## src/rtl/spi_txn_scheduler.sv

```systemverilog
// ---------------------------------------------------------------------------
// spi_txn_scheduler
//
// Purpose:
//   Shares one SPI master between NREQ requesters. Requests are arbitrated
//   round-robin in IDLE. The winner's byte is handed to the master, and its
//   slave select is driven low for the whole transaction. The received byte
//   comes back as a one-cycle response tagged with the owner's index. After
//   each transaction, chip selects are held inactive for at least GAP_CYCLES
//   cycles.
//
// Optional feature:
//   `define SPI_SCHED_TIMEOUT_EN enables an XFER watchdog. If the master does
//   not report completion within TIMEOUT cycles, the transaction is aborted
//   with rsp_err=1 and rsp_data=8'h00. Without the macro, XFER waits
//   indefinitely and rsp_err is tied to 0.
//
// Ports:
//   CLK        in   clock, all state changes on the rising edge
//   reset      in   asynchronous reset, active low
//   req        in   [NREQ]   per-requester level request
//   req_data   in   [8*NREQ] byte i at [8i+7:8i], byte to send for requester i
//   gnt        out  [NREQ]   one-hot grant pulse (GRANT cycle)
//   rsp_valid  out  response pulse (RESP cycle)
//   rsp_id     out  [2]      owner of the response
//   rsp_data   out  [8]      byte received from the slave
//   rsp_err    out  response came from a watchdog abort
//   m_start    out  start pulse to the SPI master (first XFER cycle)
//   m_data     out  [8]      transmit byte, stable from GRANT to RESP
//   m_cs_n     out  [NREQ]   active-low slave selects
//   m_done     in   master byte-complete pulse
//   m_rx       in   [8]      master receive byte, valid with m_done
//   busy       out  high in every state except IDLE
//
// rsp_id is two bits wide, so NREQ may be at most 4.
// ---------------------------------------------------------------------------
module spi_txn_scheduler #(
    parameter int NREQ       = 4,
    parameter int GAP_CYCLES = 2,
    parameter int TIMEOUT    = 64
) (
    input  logic              CLK,
    input  logic              reset,
    input  logic [NREQ-1:0]   req,
    input  logic [8*NREQ-1:0] req_data,
    output logic [NREQ-1:0]   gnt,
    output logic              rsp_valid,
    output logic [1:0]        rsp_id,
    output logic [7:0]        rsp_data,
    output logic              rsp_err,
    output logic              m_start,
    output logic [7:0]        m_data,
    output logic [NREQ-1:0]   m_cs_n,
    input  logic              m_done,
    input  logic [7:0]        m_rx,
    output logic              busy
);

    typedef enum logic [2:0] {
        IDLE,
        GRANT,
        XFER,
        RESP,
        GAP
    } state_t;

    state_t          state;
    logic [1:0]      last_granted;
    logic [1:0]      cur_id;
    logic [3:0]      gap_cnt;

    logic [1:0]      win_id;
    logic            win_found;
    logic [NREQ-1:0] win_onehot;

`ifdef SPI_SCHED_TIMEOUT_EN
    logic [7:0]      wd_cnt;
`else
    assign rsp_err = 1'b0;
`endif

    // Round-robin pick. The search starts one past the last winner, and the
    // first requester found in that rotated order wins. The result is only
    // consumed in IDLE, so req changes in other states have no effect.
    always_comb begin
        win_id    = '0;
        win_found = 1'b0;
        for (int k = 0; k < NREQ; k++) begin
            if (!win_found && req[(int'(last_granted) + 1 + k) % NREQ]) begin
                win_id    = 2'((int'(last_granted) + 1 + k) % NREQ);
                win_found = 1'b1;
            end
        end
        win_onehot = NREQ'(1) << win_id;
    end

    // Transaction sequencer. The pulse outputs (gnt, m_start, rsp_valid)
    // default low and are raised only on the edge that enters their state.
    // The slave select is pulled low when GRANT is entered and released
    // when RESP is left.
    always_ff @(posedge CLK or negedge reset) begin
        if (!reset) begin
            state        <= IDLE;
            last_granted <= 2'(NREQ - 1);
            cur_id       <= '0;
            gap_cnt      <= '0;
            gnt          <= '0;
            m_start      <= 1'b0;
            m_cs_n       <= '1;
            m_data       <= '0;
            rsp_valid    <= 1'b0;
            rsp_id       <= '0;
            rsp_data     <= '0;
            busy         <= 1'b0;
`ifdef SPI_SCHED_TIMEOUT_EN
            wd_cnt       <= '0;
            rsp_err      <= 1'b0;
`endif
        end else begin
            gnt       <= '0;
            m_start   <= 1'b0;
            rsp_valid <= 1'b0;
            case (state)
                IDLE: begin
                    if (|req) begin
                        state        <= GRANT;
                        gnt          <= win_onehot;
                        m_cs_n       <= ~win_onehot;
                        m_data       <= req_data[8*win_id +: 8];
                        cur_id       <= win_id;
                        last_granted <= win_id;
                        busy         <= 1'b1;
                    end
                end
                GRANT: begin
                    state   <= XFER;
                    m_start <= 1'b1;
`ifdef SPI_SCHED_TIMEOUT_EN
                    wd_cnt  <= '0;
`endif
                end
                XFER: begin
                    // While m_start is high we are in the first XFER cycle.
                    // A done seen there cannot belong to this transfer.
                    if (m_done && !m_start) begin
                        state     <= RESP;
                        rsp_valid <= 1'b1;
                        rsp_id    <= cur_id;
                        rsp_data  <= m_rx;
`ifdef SPI_SCHED_TIMEOUT_EN
                        rsp_err   <= 1'b0;
                    end else if (wd_cnt == 8'(TIMEOUT)) begin
                        state     <= RESP;
                        rsp_valid <= 1'b1;
                        rsp_id    <= cur_id;
                        rsp_data  <= 8'h00;
                        rsp_err   <= 1'b1;
                    end else begin
                        wd_cnt    <= wd_cnt + 8'd1;
`endif
                    end
                end
                RESP: begin
                    state   <= GAP;
                    m_cs_n  <= '1;
                    gap_cnt <= '0;
                end
                GAP: begin
                    if (gap_cnt == 4'(GAP_CYCLES - 1)) begin
                        state <= IDLE;
                        busy  <= 1'b0;
                    end else begin
                        gap_cnt <= gap_cnt + 4'd1;
                    end
                end
                default: begin
                    state <= IDLE;
                end
            endcase
        end
    end

endmodule

```

## config.mk

```make
export PLATFORM = sky130hd
export DESIGN_NAME = spi_txn_scheduler
export DESIGN_NICKNAME = d
export VERILOG_FILES = /design/src/rtl/spi_txn_scheduler.sv
export SDC_FILE = /design/constraint.sdc
export NUM_CORES = 1
export LEC_CHECK = 0
export BUFFER_PORTS_ARGS = -buffer_cell sky130_fd_sc_hd__buf_2
export CAP_MARGIN = 25
export CORE_MARGIN = 2
export CORE_UTILIZATION = 45
export CTS_CLUSTER_DIAMETER = 80
export DETAILED_ROUTE_END_ITERATION = 7
export PLACE_DENSITY = 0.73
export SYNTH_ARGS = -nofsm -noshare
export SYNTH_HDL_FRONTEND = slang
export SYNTH_SLANG_ARGS = --single-unit
```

## constraint.sdc

```tcl
create_clock -name CLK -period 2 [get_ports CLK]
set_input_delay 0.2 -clock CLK [delete_from_list [all_inputs] [get_ports CLK]]
set_output_delay 0.2 -clock CLK [all_outputs]
set_load 0.01 [all_outputs]
```

### After elaboration in Yosys (flattened, before gate mapping)

Index checks and enable logic that the tools add are counted.

* output and inout port bits: 30
* bits in registers: 40
* input bits: 47

* reduce and logical (&&, ||, !) cells: 23
* multiplexer cells: 35
* equal/unequal tests: 9
* add/sub/neg operators: 5
* shift operators: 2
* magnitude comparators: 4
* bitwise operators: 5

Operators by type and width (number)
* indexed part select 32 x 6 -> 8 bit: 1
* less-than comparator 3 x 4 -> 1 bit, second input constant: 4
* two-way mux 1 bit: 16
* two-way mux 4 bit: 4
* one-hot mux 4 bit (2 select lines): 2
* one-hot mux 3 bit (5 select lines): 1
* two-way mux 3 bit: 3
* binary-select mux 1 bit (select 2 bit): 4
* two-way mux 2 bit: 4
* inequality test 2 bit, second input constant: 4
* AND reduction 2 bit: 4
* OR reduction 2 bit: 4
* == test 3 x 2 -> 1 bit, second input constant: 2
* AND reduction 3 bit: 2
* nonzero test 2 bit: 3
* adder 2 x 1 -> 2 bit, second input constant: 2
* adder 2 bit, second input constant: 2
* adder 4 x 1 -> 4 bit, second input constant: 1
* AND 1 bit, first input constant: 4
* == test 4 x 1 -> 1 bit, second input constant: 1
* logical AND 1 bit: 4
* zero test 1 bit: 4
* inverter 4 bit: 1
* OR reduction 4 bit: 1
* other kinds (5): 5

### Depth between registers and ports, before layout

Gate-level depths: netlist of the first run.

* depth in word-level cells: 20
* gate-level depth with buffers: 7

### Worst setup path after synthesis of the first run

No wires, ideal clock.

* path type: register to register
* start: reg last_granted[1]
* end: reg m_data[7]
* stages on the path, launching flop included: 6
* period minus slack after synthesis: 1.576 ns
* arrival time: 1.438 ns
* path slack: 0.424 ns
* buffers on the path: 1
* library setup time: 0.138 ns
* cell sequence: dfstp_2 -> nand2_2 -> a311o_2 -> buf_6 -> mux2i_1 -> o221ai_1

* cells in the longest elaborated chain, start to end: 15
* elaborated cells on any way between the ends: 30
* classes of those cells: 4 x add/sub; 1 x shift; 19 x mux; 6 x reduce/logical

RTL lines
* start, declared: RTL line 68 `logic [1:0] last_granted;`
* start signal, assigned: RTL line 104 `last_granted <= 2'(NREQ - 1);`
* start signal, assigned: RTL line 131 `last_granted <= win_id;`
* adder 2 x 1 -> 2 bit (*): RTL line 89, 90
* parallel branches: the longest is 12 deep, another holds adder 2 x 1 -> 2 bit
* two-way mux 2 bit (*): RTL line 89 `if (!win_found && req[(int'(last_granted) + 1 + k) % NREQ]) begin`
* indexed part select 32 x 6 -> 8 bit (*): RTL line 129 `m_data <= req_data[8*win_id +: 8];`
* end signal, assigned: RTL line 129
* end, declared: RTL line 52 `output logic [7:0] m_data,`

Mark *: on every way between the ends. The select of a mux whose other input is x is not followed.
A chain may end at the register's enable or synchronous reset.

### Worst setup path after layout of the first run

* start: reg last_granted[1]
* end: reg m_data[4]

Same word-level chain as after synthesis.

==> impl_results.md, run 1 <==
- Status: complete, no violations
- Period utilization: 89.15%
- Clk_lat worst skew: 0.29 ns
- Residual antenna-violating net count after detailed routing: 0
- Rel. slew slack: 43.07%
- Clock Pin Slew Worst Setup and Hold Paths: 0.08 ns
- Placed Cells: 307
- CP Launch Type: flop
- Max Cap Viol: 0
- Initial core utilization: 47.67%
- Worst Reg2Reg Path Length in Cells: 5
- Most frequent cells in the layout: buf_2, nand2_1, dfrtp_1
- Max IR drop VDD: 0.0007332 V
- Post-route cell area: 2445 um2
- Post-cts gate resize count: 0
- Ports: 77
- Overflow after GRT: 0
- FMAX: 560.9 MHz
- Number of synthesized flops with an enable pin: 0
- Layout cells sized above 1: 40.00%
- Area of the die: 4839 um2
- Number of core rows: 23
- Via count: 1601
- Power Total: 3.682 mW
- Worst slack, placed: 0.1711 ns
- Num CTS Buffers: 5
- Share of synthesized registers carrying an async set or reset: 100.0%
- H-tree depth: 2
- Synth Register Bits: 40
- DRC viols: 0
- Fin Hold WS: 0.01592 ns
- CTS root buf: clkbuf_8
- Net Count, Synth: 234
- Crit path kind: reg2reg
- P_leak: 1.286 nW
- Pre-antenna DRT Iters: 4
- Post-Syn Area per Cell: 10.46 um2
- CTS tree: built
- Count of pins over their slew limit: 0
- Arrival @ worst endpoint: 1.94 ns
- Synthesized cell area: 1934 um2
- RSZ-0062 raised after global routing: no
- CORE AREA: 4058 um2
- Clock skew: 0.008819 ns
- P&R area growth vs syn: 26.39%
- Sink Count: 40
- First DRT Iteration DRCs: 81
- # nets final: 313
- GR Util All Layers: 18.13%
- Final WS setup: 0.2170 ns
- Fin util: 60.25%
- Register area share after synthesis: 52.13%
- Critical Path RT: 2.16 ns
- Fin. Hold Viols: 0
- Die Height: 69.57 um
- Ys flop type: dfrtp_1
- Routed wire per std cell: 13.03 um
- First-pass GRT wire length: 7003 um
- Worst-path maximum fanout: 10
- Initial antenna violation count: 0
- HPWL Detailed: 3057 um
- Area after DPL: 2349 um2
- Setup TNS Final: 0 ns
- Number of hold buffers added after CTS: 0
- Hold Crit Class: in2async
- I/O Buffers: 75
- Worst setup EP type: flop
- Routed Wire Length: 4105 um
- Setup bufs post-CTS: 0
- Ant. Diodes: 0
- Finish-stage setup viols: 0
- GP Congestion: 0.7709
- Maximum clock insertion buffer count: 2
- Worst Tran Pin Value: 0.8539 ns
- Count of cell types in the netlist: 39
- Ys Warns: 0
- Commonest non-fill, non-tap cell in the layout: buf_2
- Die width: 69.57 um
- Vias in the first global route: 1561
- Largest net degree at the start of global routing: 41
- Via/cell ratio: 5.083
- Period minus WS final: 1.783 ns
- PwrDens: 1506 nW/um2
- Mapped Cells: 185
- Fin cells: 315
[synthesized netlist by cell type (2+ instances only)]
cell type / n / share of area, %
a21oi_1: 2 / 0.52
nand2_1: 46 / 8.9
buf_6: 4 / 2.3
nand3_1: 2 / 0.52
o221ai_1: 8 / 3.6
dfrtp_1: 34 / 44
dfstp_2: 6 / 8.2
nor2_1: 9 / 1.7
nor3b_1: 2 / 0.78
ha_1: 2 / 1.3
o21a_1: 2 / 0.78
nand2b_1: 5 / 1.6
inv_1: 5 / 0.97
or3_1: 2 / 0.65
o21ai_1: 7 / 1.8
mux2i_1: 16 / 8.3
a21o_1: 2 / 0.78
nand3b_1: 2 / 0.78
a21boi_1: 3 / 1.2
buf_2: 4 / 1.0
buf_4: 2 / 0.78
nor3_2: 2 / 1.0
o21ai_0: 2 / 0.52
[area by class of cell]
class	count	area, um2
clock buffer	7	86.33
clock inverter	1	7.507
fill	359	1613
inverter	5	18.77
multi-input combinational	129	825.8
sequential	40	1008
tap	50	62.56
timing repair buffer	83	435.4
[critical path: stages (launching register included)]
cell and delay (ns):
dfstp_2 0.60, nand2_2 0.07, a311o_2 0.43, buf_4 0.21, mux2i_1 0.20, o221ai_1 0.14
[cell families (layout without fill, tap and decap cells)]
family	count (synthesis)	after routing	synth area share, %
adders and majority gates	2	2	1.293
other	1	1	0.1939
xor gates and xnor gates	2	2	0.9057
and+or+nand+nor	77	77	19.66
AOI/OAI and AO/OA	31	31	12.22
DFF	40	40	52.13
muxes	16	16	8.279
buffers and inverters	16	96	5.304
[metal layers]
layer | routed length (um) | share of wire [%] | GRT usage [%]
met1 | 1973 | 48 | 24.17
met2 | 1821 | 44 | 28.10
met3 | 282 | 6.9 | 3.924
met4 | 28 | 0.68 | 8.715
met5 | 0 | 0 | 0
[registers in the layout, indices dropped and copies added (netlist names)]
register      cells
m_data            8
rsp_data          8
gap_cnt           4
gnt               4
m_cs_n            4
state             3
cur_id            2
last_granted      2
rsp_id            2
busy              1
m_start           1
rsp_valid         1
[worst paths after layout]
path,from,slack (ns),endpoint
max,last_granted[1],0.22,m_data[4]
min,reset,0.02,m_data[7]
max reg2reg,last_granted[1],0.22,m_data[4]
min reg2reg,cur_id[1],0.47,rsp_id[1]
max in group asynchronous,reset,1.45,rsp_data[0]
min in group CLK,m_rx[5],0.10,rsp_data[5]
[power by group]
part / internal (mW) / total (mW) / switching [mW]
registers: 1.21 / 1.48 / 0.279
clock network: 0.280 / 0.547 / 0.267
logic: 0.756 / 1.65 / 0.895
total: 2.24 / 3.68 / 1.44
Power figures use the tool's default switching activity.
==> run 2: changes to the inputs <==
--- a/config.mk
+++ b/config.mk
@@ -7,11 +7,10 @@
 export LEC_CHECK = 0
 export BUFFER_PORTS_ARGS = -buffer_cell sky130_fd_sc_hd__buf_2
 export CAP_MARGIN = 25
-export CORE_MARGIN = 2
-export CORE_UTILIZATION = 45
+export CORE_UTILIZATION = 48
 export CTS_CLUSTER_DIAMETER = 80
 export DETAILED_ROUTE_END_ITERATION = 7
-export PLACE_DENSITY = 0.73
+export PLACE_DENSITY = 0.77
 export SYNTH_ARGS = -nofsm -noshare
 export SYNTH_HDL_FRONTEND = slang
 export SYNTH_SLANG_ARGS = --single-unit
==> impl_results.md, run 2 (same netlist as run 1, synthesis figures left out) <==
- Status: complete, no violations
- Commonest non-fill, non-tap cell in the layout: buf_2
- PwrDens: 1502 nW/um2
- CP Cell Sequence: nand2_2 -> a311o_2 -> buf_4 -> mux2i_1 -> o221ai_1
- CP peak stage delay: 0.59 ns
- Gate power share: 45.3%
- Area of the multi-input gates: 823.3 um2
- CORE AREA: 3771 um2
- Die width: 65.48 um
- Crit path kind: reg2reg
- Critical Path RT: 2.15 ns
- Initial core utilization: 51.29%
- Worst setup EP type: flop
- Period utilization: 88.24%
- Post-cts gate resize count: 0
- Buf/Inv on CP: 1
- P_leak: 1.283 nW
- Area of the die: 4288 um2
- Count of pins over their slew limit: 0
- Residual antenna-violating net count after detailed routing: 0
- Overflow after GRT: 0
- GRT busiest layer: met2
- First DRT Iteration DRCs: 91
- CTS root buf: clkbuf_8
- Via/cell ratio: 5.051
- Ant. Diodes: 0
- Register Area: 1008 um2
- Ports: 77
- # nets final: 312
- Clock Pin Slew Worst Setup and Hold Paths: 0.08 ns
- Worst Tran Pin Value: 0.8388 ns
- Worst-path maximum fanout: 9
- Routed Wire Length: 3946 um
- Number of core rows: 22
- Hold Crit Class: in2async
- Sink Count: 40
- Reg2reg start: last_granted[1]
- Max Cap Viol: 0
- Max IR drop VDD: 0.0007175 V
- Most frequent cells in the layout: buf_2, nand2_1, dfrtp_1
- I/O Buffers: 75
- CP top delay family: flip-flops
- CP Launch Type: flop
- Sw Ratio: 38.98%
- H-tree depth: 2
- Largest net degree at the start of global routing: 41
- Period minus WS final: 1.765 ns
- M3 GR Usage: 6.076%
- Initial antenna violation count: 0
- Setup bufs post-CTS: 0
- Filler Cells Inserted: 308
- Clock skew: 0.008078 ns
- Rel. slew slack: 44.08%
- Crit-path slowest cell: dfstp_2
- Number of hold buffers added after CTS: 0
- Fin. Hold Viols: 0
- P&R area growth vs syn: 25.55%
- Num CTS Buffers: 5
- Pre-antenna DRT Iters: 4
- Routed wire per std cell: 12.65 um
- Internal power: 2.226 mW
- Clk_lat worst skew: 0.29 ns
- Die Height: 65.48 um
- Arrival @ worst endpoint: 1.91 ns
- Worst Reg2Reg Path Length in Cells: 5
- HPWL Detailed: 2897 um
- FMAX: 566.7 MHz
- Vias in the first global route: 1435
- GP Congestion: 0.7688
- Met1 usage: 26.19%
- First-pass GRT wire length: 6451 um
- WP depth: 5
- GR Util All Layers: 20.42%
- Via count: 1576
- Maximum clock insertion buffer count: 2
- RSZ-0062 raised after global routing: no
- Clock share of power: 14.9%
- DRC viols: 0
- Power Total: 3.649 mW
- Setup TNS Final: 0 ns
- Layout cells sized above 1: 39.02%
- CTS tree: built
- Internal reg-to-reg setup slack: 0.24 ns
- Finish-stage setup viols: 0
- CP Launch Point: last_granted[1]
- Met2 GRT Util: 32.60%
- Sw Pwr: 1.422 mW
- Biggest regs: m_data x8, rsp_data x8
- Sequential Power Share: 39.8%
run 2: cell types whose count changed in the layout (fill, tap and decap cells not counted), sizes merged:
cell | previous run | this run
clkbuf | 7 | 8
buf | 83 | 82
clkinvlp | 1 | 0
run 2: path summary, 6_finish.rpt:
path,endpoint
max reg2reg,m_data[2]
min reg2reg,rsp_data[2]
max in group asynchronous,gnt[3]
min in group CLK,rsp_data[1]
max,m_data[2]
min,rsp_data[6]
run 2: per-layer routing:
layer,up-vias,routed length (um)
met3,4,290
met2,72,1776
met1,713,1846
met5,-,0
li1,787,-
met4,0,33
run 2: power by group through the flow:
| stage | registers [mW] | clock network (mW) | logic, mW |
|---|---|---|---|
| final | 1.45 | 0.542 | 1.65 |
| after CTS | 1.45 | 0.556 | 1.67 |
| after floorplan | 1.52 | 0 | 1.12 |
| after detailed placement | 1.46 | 0 | 1.67 |
| after global routing | 1.50 | 0.592 | 1.85 |
| after global placement | 1.45 | 0 | 1.62 |
run 2: final cells by class:
type,count,area share (%)
inverters,5,0.7728
well taps,48,2.473
repair buffers,82,17.62
multi-input cells,129,33.90
clock buffers,8,3.709
flip-flops and latches,40,41.53
run 2: metrics by stage:
stage	hold WS [ns]	setup slack (ns)	area (um2)	utilization, %	instances
final	0.004231	0.2353	2429	64.40	312
after global placement	0.3501	0.2711	2338	62.01	304
after detailed placement	0.3605	0.2370	2338	62.01	304
after global routing	0.08142	0.1111	2429	64.40	312
after floorplan	-0.09559	0.4242	1934	-	185
after CTS	0.03761	0.2405	2429	64.40	312
==> run 3: changes to the inputs <==
--- a/config.mk
+++ b/config.mk
@@ -10,7 +10,7 @@
 export CORE_UTILIZATION = 48
 export CTS_CLUSTER_DIAMETER = 80
 export DETAILED_ROUTE_END_ITERATION = 7
-export PLACE_DENSITY = 0.77
+export PLACE_DENSITY = 0.9
 export SYNTH_ARGS = -nofsm -noshare
 export SYNTH_HDL_FRONTEND = slang
 export SYNTH_SLANG_ARGS = --single-unit
==> impl_results.md, run 3 (same netlist as run 1, synthesis figures left out) <==
- CP Launch Point: last_granted[1]
- Die Height: 65.48 um
- RSZ-0062 raised after global routing: no
- Via count: 1603
- Sw Ratio: 38.34%
- Residual antenna-violating net count after detailed routing: 0
- Maximum clock insertion buffer count: 2
- Crit-path slowest cell: dfstp_2
- Post-cts gate resize count: 0
- PwrDens: 1540 nW/um2
- Hold Crit Class: in2async
- Worst-path maximum fanout: 11
- Vias in the first global route: 1522
- Initial core utilization: 51.29%
- First-pass GRT wire length: 6541 um
- Internal power: 2.330 mW
- Setup TNS Final: 0 ns
- WP depth: 5
- # nets final: 311
- CP top delay family: compound AO/OA/AOI/OAI gates
- I/O Buffers: 75
- Largest net degree at the start of global routing: 41
- CTS root buf: clkbuf_8
- Clock share of power: 17.0%
- Internal reg-to-reg setup slack: 0.17 ns
- Critical Path RT: 2.16 ns
- Via/cell ratio: 5.154
- Sink Count: 40
- Max IR drop VDD: 0.0006673 V
- Most frequent cells in the layout: buf_2, nand2_1, dfrtp_1
- Number of hold buffers added after CTS: 0
- Rel. slew slack: 43.76%
- CORE AREA: 3771 um2
- Count of pins over their slew limit: 0
- Sequential Power Share: 39.3%
- Max Cap Viol: 0
- DRC viols: 0
- HPWL Detailed: 3046 um
- P&R area growth vs syn: 26.91%
- Ant. Diodes: 0
- Power Total: 3.779 mW
- Buf/Inv on CP: 1
- FMAX: 547.6 MHz
- CP Launch Type: flop
- First DRT Iteration DRCs: 56
- Worst Reg2Reg Path Length in Cells: 5
- Worst setup EP type: flop
- Initial antenna violation count: 0
- Routed wire per std cell: 12.90 um
- Overflow after GRT: 0
- Area of the die: 4288 um2
- Arrival @ worst endpoint: 1.99 ns
- CP Cell Sequence: nand2_2 -> a311o_2 -> buf_12 -> mux2i_1 -> o221ai_1
- GP Congestion: 0.8196
- Clock skew: 0.01193 ns
- CTS tree: built
- Biggest regs: m_data x8, rsp_data x8
- CP peak stage delay: 0.60 ns
- Die width: 65.48 um
- Crit path kind: reg2reg
- RR Endpoint: m_data[3]
- Clk_lat worst skew: 0.29 ns
- Period minus WS final: 1.826 ns
- Fin. Hold Viols: 0
- GR Util All Layers: 20.48%
- Routed Wire Length: 4012 um
- H-tree depth: 2
- Clock Pin Slew Worst Setup and Hold Paths: 0.08 ns
- Period utilization: 91.31%
- Setup bufs post-CTS: 0
- Commonest non-fill, non-tap cell in the layout: buf_2
- Pre-antenna DRT Iters: 4
- Critical Path End: m_data[3]
- Number of core rows: 22
- Gate power share: 43.6%
- Ports: 77
- Status: complete, no violations
- P_leak: 1.291 nW
- Sw Pwr: 1.449 mW
- Layout cells sized above 1: 39.54%
- Reg2reg start: last_granted[1]
- Num CTS Buffers: 5
- Finish-stage setup viols: 0
- Worst Tran Pin Value: 0.8436 ns
[run 3: cell type report]
| type | count | area, um2 |
|---|---|---|
| Tap cell | 48 | 60.06 |
| Fill cell | 303 | 1316 |
| Clock inverter | 3 | 42.54 |
| Sequential cell | 40 | 1008 |
| Timing Repair Buffer | 81 | 432.9 |
| Inverter | 5 | 18.77 |
| Multi-Input combinational cell | 129 | 823.3 |
| Clock buffer | 5 | 68.82 |
[run 3: worst min-delay path by stage]
stage               start         to  slack [ns]
floorplan           reset       busy        -0.1
global placement    reset     gnt[0]        0.35
detailed placement  reset     gnt[2]        0.37
CTS                 reset  m_data[0]        0.04
global route        reset  m_data[0]        0.08
finish              reset     gnt[0]       0.004
[run 3: stage by stage]
stage	hold slack (ns)	utilization, %	cell area (um2)	cells	setup WS [ns]
5_1_grt	0.08477	65.10	2455	311	0.08378
6_report	0.004356	65.10	2455	311	0.1737
4_1_cts	0.03589	65.10	2455	311	0.1703
2_1_floorplan	-0.09559	-	1934	185	0.4242
3_5_place_dp	0.3661	62.14	2344	303	0.1748
3_3_place_gp	0.3530	62.14	2344	303	0.2625
[run 3: routing by layer]
metal / part of all wire [%] / vias to the layer above / GRT usage, %
li1: - / 790 / -
met2: 48 / 61 / 35.05
met1: 45 / 744 / 24.10
met4: 1.9 / 0 / 8.152
met5: 0 / - / 0
met3: 5.0 / 8 / 5.729
[run 3: power groups by stage]
stage	combinational (mW)	clock [mW]	sequential, mW
6_report	1.65	0.643	1.49
5_1_grt	1.83	0.701	1.53
4_1_cts	1.67	0.661	1.49
3_5_place_dp	1.68	0	1.49
3_3_place_gp	1.60	0	1.48
2_1_floorplan	1.12	0	1.52
